===== config.mk =====
export PLATFORM = sky130hd
export DESIGN_NAME = nes_joypad_responder_flat
export DESIGN_NICKNAME = d
export VERILOG_FILES = /design/src/rtl/nes_joypad_responder_if.sv /design/src/rtl/nes_joypad_responder.sv /design/src/flat_wrapper.sv
export SDC_FILE = /design/constraint.sdc
export NUM_CORES = 1
export LEC_CHECK = 0
export ABC_AREA = 0
export BUFFER_PORTS_ARGS = -buffer_cell sky130_fd_sc_hd__clkbuf_2
export CORE_MARGIN = 4
export CORE_UTILIZATION = 40
export DETAILED_ROUTE_END_ITERATION = 10
export MAX_ROUTING_LAYER = met4
export SLEW_MARGIN = 10
export SYNTH_ARGS = -nofsm -noshare
export SYNTH_HDL_FRONTEND = slang
export SYNTH_SLANG_ARGS = --single-unit

===== constraint.sdc =====
create_clock -name clk_in -period 3.95 [get_ports clk_in]
set_input_delay 0.1975 -clock clk_in [delete_from_list [all_inputs] [get_ports clk_in]]
set_output_delay 0.1975 -clock clk_in [all_outputs]
set_load 0.01 [all_outputs]

===== src/rtl/nes_joypad_responder_if.sv =====
// Joypad pin bundle between a host (rp2a03-style poller or bench) and the pad responder.
// The host drives the strobes and the button source; the responder returns serial data and status.
interface nes_joypad_responder_if #(
  parameter int N_BITS = 8
);
  logic              jp_clk_in;
  logic              jp_latch_in;
  logic [N_BITS-1:0] btn_in;
  logic              jp_data_out;
  logic              poll_out;
  logic [4:0]        bit_cnt_out;

  modport master (
    output jp_clk_in, jp_latch_in, btn_in,
    input  jp_data_out, poll_out, bit_cnt_out
  );

  modport slave (
    input  jp_clk_in, jp_latch_in, btn_in,
    output jp_data_out, poll_out, bit_cnt_out
  );
endinterface


===== src/rtl/nes_joypad_responder.sv =====
// CD4021-style NES pad: parallel load while latch is high, shift on jp_clk rising edges.
// Strobe edges act SYNC_STAGES+1 cycles after the pin; no backpressure, the host paces every read.
module nes_joypad_responder #(
  parameter int   N_BITS      = 8,
  parameter int   SYNC_STAGES = 2,
  parameter logic FILL_BIT    = 1'b0
) (
  input logic                   clk_in,
  input logic                   nrst_in,
  nes_joypad_responder_if.slave jp
);

  typedef enum logic {ST_LOAD, ST_SHIFT} state_t;

  localparam logic [4:0] CNT_MAX = 5'(N_BITS);

  logic [SYNC_STAGES-1:0] clk_sync_q, clk_sync_d;
  logic [SYNC_STAGES-1:0] latch_sync_q, latch_sync_d;
  logic                   clk_prev_q, clk_prev_d;
  state_t                 state_q, state_d;
  logic [N_BITS-1:0]      sr_q, sr_d;
  logic [4:0]             cnt_q, cnt_d;

  logic clk_s, latch_s, clk_rise;

  assign clk_s    = clk_sync_q[SYNC_STAGES-1];
  assign latch_s  = latch_sync_q[SYNC_STAGES-1];
  assign clk_rise = clk_s & ~clk_prev_q;

  // The state register doubles as the previous synchronised latch value.
  always_comb begin
    clk_sync_d   = {clk_sync_q[SYNC_STAGES-2:0], jp.jp_clk_in};
    latch_sync_d = {latch_sync_q[SYNC_STAGES-2:0], jp.jp_latch_in};
    clk_prev_d   = clk_s;
    state_d      = state_q;
    sr_d         = sr_q;
    cnt_d        = cnt_q;

    case (state_q)
      ST_LOAD: begin
        if (!latch_s) begin
          // Leaving load: hold the first bit even if a clock edge lands now.
          state_d = ST_SHIFT;
        end else begin
          sr_d  = ~jp.btn_in;
          cnt_d = 5'd0;
        end
      end
      ST_SHIFT: begin
        if (latch_s) begin
          state_d = ST_LOAD;
          sr_d    = ~jp.btn_in;
          cnt_d   = 5'd0;
        end else if (clk_rise) begin
          sr_d           = sr_q >> 1;
          sr_d[N_BITS-1] = FILL_BIT;
          if (cnt_q != CNT_MAX) begin
            cnt_d = cnt_q + 5'd1;
          end
        end
      end
      default: state_d = ST_SHIFT;
    endcase
  end

  always_ff @(posedge clk_in or negedge nrst_in) begin
    if (!nrst_in) begin
      clk_sync_q   <= '0;
      latch_sync_q <= '0;
      clk_prev_q   <= 1'b0;
      state_q      <= ST_SHIFT;
      sr_q         <= '1;
      cnt_q        <= 5'd0;
    end else begin
      clk_sync_q   <= clk_sync_d;
      latch_sync_q <= latch_sync_d;
      clk_prev_q   <= clk_prev_d;
      state_q      <= state_d;
      sr_q         <= sr_d;
      cnt_q        <= cnt_d;
    end
  end

  assign jp.jp_data_out = sr_q[0];
  assign jp.poll_out    = (state_q == ST_LOAD) & ~latch_s;
  assign jp.bit_cnt_out = cnt_q;

endmodule


===== src/flat_wrapper.sv =====
// flat-port wrapper written by rule: the top's interface ports become plain ports
module nes_joypad_responder_flat 
#(
  parameter int   N_BITS      = 8,
  parameter int   SYNC_STAGES = 2,
  parameter logic FILL_BIT    = 1'b0
)
  (clk_in, nrst_in, jp_jp_clk_in, jp_jp_latch_in, jp_btn_in, jp_jp_data_out, jp_poll_out, jp_bit_cnt_out);
  nes_joypad_responder_if #(.N_BITS(N_BITS)) jp_i ();
  input logic clk_in;
  input logic nrst_in;
  input wire logic [$bits(jp_i.jp_clk_in)-1:0] jp_jp_clk_in;
  input wire logic [$bits(jp_i.jp_latch_in)-1:0] jp_jp_latch_in;
  input wire logic [$bits(jp_i.btn_in)-1:0] jp_btn_in;
  output wire logic [$bits(jp_i.jp_data_out)-1:0] jp_jp_data_out;
  output wire logic [$bits(jp_i.poll_out)-1:0] jp_poll_out;
  output wire logic [$bits(jp_i.bit_cnt_out)-1:0] jp_bit_cnt_out;
  assign jp_i.jp_clk_in = jp_jp_clk_in;
  assign jp_i.jp_latch_in = jp_jp_latch_in;
  assign jp_i.btn_in = jp_btn_in;
  assign jp_jp_data_out = jp_i.jp_data_out;
  assign jp_poll_out = jp_i.poll_out;
  assign jp_bit_cnt_out = jp_i.bit_cnt_out;
  nes_joypad_responder #(.N_BITS(N_BITS), .SYNC_STAGES(SYNC_STAGES), .FILL_BIT(FILL_BIT)) u_core (.clk_in(clk_in), .nrst_in(nrst_in), .jp(jp_i));
endmodule

# ---- After elaboration in Yosys (flattened, before gate mapping)
# Index checks and enable logic that the tools add are counted.
dict set report totals {
  ff_bits 19
  input_bits 12
  output_inout_bits 7
  elab_cells 29
}
dict set report op_classes {
  n_addsub 1
  eq_ne 4
  mux 10
  bitwise 6
  n_reduce_logical 2
}
# op n
set op_table {}
lappend op_table {{$mux W8} 3}
lappend op_table {{$mux W5} 4}
lappend op_table {{$pmux W8 S2} 1}
lappend op_table {{$pmux W5 S2} 1}
lappend op_table {{$not A8 Y8} 1}
lappend op_table {{$ne A3 B2 Y1 const B} 2}
lappend op_table {{$add A5 B1 Y5 const B} 1}
lappend op_table {{$ne A5 B4 Y1 const B} 1}
lappend op_table {{$not A1 Y1} 3}
lappend op_table {{$reduce_and A3 Y1} 1}
lappend op_table {{$and A1 B1 Y1} 2}
lappend op_table {{$ne A2 B1 Y1 const B} 1}
lappend op_table {{$reduce_and A2 Y1} 1}
lappend op_table {{$mux W1} 1}

# ---- Depth between registers and ports, before layout
dict set report depth {
  depth_word 5
  ltp_mapped 5
  ltp_nobuf 5
}

# ---- Least setup slack after synthesis
# OpenSTA, ideal clock, no wires.
dict set report synth_timing {
  path_kind {register to register}
  start {register u_core.state_q}
  end {register u_core.cnt_q[3], in the netlist u_core.jp.bit_cnt_out[3]}
  setup_time_ps 127
  arrival_time_ps 1191
  required_time_ps 3823
  path_slack_ps 2631
  path_stages_with_launch 5
  path_buffers 1
  synth_period_minus_slack_ps 1319
  path_cell_list {dfstp_2 and3b_1 buf_6 nand4_1 mux2_1}
}
dict set report synth_between {
  elab_chain_len 3
  elab_cells_between_ends 6
  cone_classes {3 x eq/ne; 1 x mux; 1 x bitwise; 1 x reduce/logical}
}
# item line
set synth_lines {}
lappend synth_lines {{from (decl)} nes_joypad_responder.sv:20} ;# state_t state_q, state_d;
lappend synth_lines {{from (signal assigned)} nes_joypad_responder.sv:78} ;# state_q <= state_d;
lappend synth_lines {{$not A1 Y1} n/a}
lappend synth_lines {{$ne A2 B1 Y1 (no line)} n/a}
lappend synth_lines {{$reduce_and A3 Y1 (no line)} n/a}
lappend synth_lines {{to (signal assigned)} nes_joypad_responder.sv:80} ;# cnt_q <= cnt_d;
lappend synth_lines {{to (decl)} nes_joypad_responder.sv:22} ;# logic [4:0] cnt_q, cnt_d;
# Parallel ways exist; a longest one is shown, timed or not.
# A chain may end at the register's enable or synchronous reset.

# ---- Final worst setup path
dict set report layout_timing {
  start {register u_core.state_q}
  end {register u_core.cnt_q[4], in the netlist u_core.jp.bit_cnt_out[4]}
}
# The elaborated chain is that of the path after synthesis.

==> impl_results.md <==
- IO Pins: 19
- Slew Viols, Final: 0
- CP required: 4.13 ns
- Bufs on Longest Clock Path: 2
- Switching power: 89.5 uW
- R2r worst-path depth: 3
- DR WL/cell: 12.5 um
- Post-CTS Setup Bufs: 0
- CTS Buf Count: 3
- Crit path max fanout: 16
- Clock net sink count: 19
- Gpl congestion: 0.800
- Antenna Cells: 0
- Root Buffer: clkbuf_4
- Worst-Skew Late Latency: 0.30 ns
- Max_cap viols: 0
- Initial antenna violation count: 0
- Worst hold stages: 2
- Cell Int Power: 274 uW
- Layout area overhead: 14.4%
- Row Count: 17
- Mapped Area: 911 um^2
- Die area: 0.00310 mm^2
- Status: finished clean
- RSZ-0062 raised after global routing: no
- # setup viols final: 0
- Share of post-route cells with drive strength above 1: 40.8%
- DP Area: 985 um^2
- Period utilization: 43.9%
- Overflow after GRT: 0
- Flop pwr share: 62.2%
- PD cells: 348 mW/mm^2
- Crit Path Class: reg2reg
- Sw Ratio: 24.6%
- Clk slew on worst S/H paths: 0.11 ns
- Largest cells by area after synthesis: dfrtp_1 27%, dfstp_2 26%, a31oi_1 4.8%
- Worst hold path type: in2reg
- Most common cell in the netlist: dfrtp_1
- Fin crit period: 1.73 ns
- Largest net degree at the start of global routing: 20
- Post-Layout Inst Area: 0.00104 mm^2
- # port buffers: 18
- Ys Warns: 0
- Syn avg cell area: 10.8 um^2
- Via Count: 667
- Worst Tran Pin Value: 0.614 ns
- CTS tree: built
- First-pass iteration count of the detailed router: 4
- Maximum vdd drop: 180 uV
- Top cell type's share of synthesized area: 27.5%
- Syn_nets: 98
- Leakage Power: 0.477 nW
- First-pass GRT wire length: 2.96 mm
- Comb pwr share: 11.2%
- Final HPWL DP: 1.17 mm
- Synth Flop Type: dfrtp_1
- Number of global-route vias before repair: 683
- Drc violations: 0
- Core Area: 0.00219 mm^2
- Clock Skew: 0.0114 ns
- Post-synthesis async set-or-reset flop share: 100%
- Filler Cells Inserted: 223
- Vias per cell: 5.09
- Commonest cells in the netlist: 10 x dfrtp_1, 9 x dfstp_2, 8 x nand2_1
- Routed Antenna Nets: 0
- Util after Layout: 47.6%
- Power share of the clock group: 26.6%
- Starting Density: 41.6%
- Arr. time, crit path: 1.91 ns
- Fin Hold WS: 0.0383 ns
- Initial DRC Count: 22
- Slew HR: 59.1%
- Final nets: 118
- Setup TNS: 0 ns
- All-layer global routing usage: 12.4%
- Fmax: 577 MHz
- Endpoints failing hold: 0
- Worst setup EP type: flop
- Chip Width: 55.7 um
- Startpoint types: flop
- Final WL: 1.63 mm
- H-tree depth: 1
- Post-synthesis cell count: 84
- Die Span Y: 55.7 um
- Synth area leader: dfrtp_1
- Post-synthesis cell type count: 27
- Post-synth EDFFs: 0
- Sequential area share after synthesis: 53.4%
- #FFs+latches synth: 19
## metal layers
layer  GRT usage, %  vias to the layer above  part of all wire, %
met2           19.1                       17                   44
met4           6.94                        0                 0.73
met1           14.8                      320                   50
li1               -                      328                    -
met3           2.78                        2                  5.3
met5              -                        -                    0
## critical path, stage by stage (launching register included)
cell and delay, ns:
dfstp_2 0.55, and3b_1 0.51, nand4_1 0.20, mux2_1 0.34
## layout make-up
cell class	instances	area (um^2)	area share, %
Clock buffer	3	22.5	2.16
Clock inverter	1	5.00	0.480
Inverter	4	15.0	1.44
Multi-Input combinational cell	55	358	34.3
Sequential cell	19	487	46.7
Tap cell	28	35.0	3.36
Timing Repair Buffer	21	120	11.5
## sequential cells by signal (all words and copies together) (netlist names)
signal                 cells
u_core.clk_prev_q          1
u_core.clk_sync_q          2
u_core.jp.bit_cnt_out      5
u_core.latch_sync_q        2
u_core.sr_q                8
u_core.state_q             1
## power groups by stage
stage | registers [mW] | logic [mW] | clock network, mW
4_1_cts | 0.226 | 0.0414 | 0.103
3_5_place_dp | 0.229 | 0.0393 | 0
5_1_grt | 0.228 | 0.0466 | 0.110
2_1_floorplan | 0.225 | 0.0302 | 0
6_report | 0.226 | 0.0405 | 0.0966
3_3_place_gp | 0.229 | 0.0384 | 0
## kinds of logic (layout without fill, tap and decap cells)
kind of cell	count (synthesis)	count (layout)	share of synthesized area, %
muxes	2	2	2.47
buffers and inverters	10	29	7.28
AOI/OAI and AO/OA	13	13	10.3
adders and majority gates	2	2	2.75
and+or+nand+nor	38	38	23.8
DFF	19	19	53.4
## layout by cell type, fill, tap and decap left out
cell type      count
o21ai_1            1
nor2_2             1
dfstp_2            9
nand2b_1           1
or2_0              1
nand4_1            3
o22ai_1            1
nand3_1            2
and2b_1            2
and3b_1            1
clkinv_2           1
nand2_1            8
o22ai_2            1
or2_2              7
clkbuf_4           3
a211o_1            1
inv_1              4
dfrtp_1           10
nor2b_4            1
nor2_1             3
mux2_1             2
or3b_4             1
clkbuf_2          18
a31oi_1            7
ha_1               2
o2bb2ai_1          2
dlygate4sd3_1      3
nor3_1             7
## path summary, 6_finish.rpt
| path | startpoint | end | slack [ns] |
|---|---|---|---|
| hold / removal | jp_btn_in[7] | u_core.sr_q[7] | 0.04 |
| min in group asynchronous | nrst_in | u_core.clk_sync_q[1] | 0.36 |
| setup reg to reg | u_core.state_q | u_core.jp.bit_cnt_out[4] | 2.22 |
| max in group asynchronous | nrst_in | u_core.sr_q[2] | 3.23 |
| setup / recovery | u_core.state_q | u_core.jp.bit_cnt_out[4] | 2.22 |
| hold reg to reg | u_core.latch_sync_q[0] | u_core.latch_sync_q[1] | 0.36 |
## stage by stage
step                setup slack, ns  cells  power, mW
detailed placement             2.25    124      0.268
finish                         2.22    131      0.363
CTS                            2.22    131      0.371
global placement               2.29    124      0.267
global route                   2.09    131      0.384
floorplan                      2.63     84      0.255
## timing repair
item / in CTS / in global routing
resized for setup: 0 / 0
hold buffers: 3 / 0
endpoints found under the setup margin: 0 / 0
endpoints found under the hold margin: 12 / 0
Power figures use the tool's default switching activity.
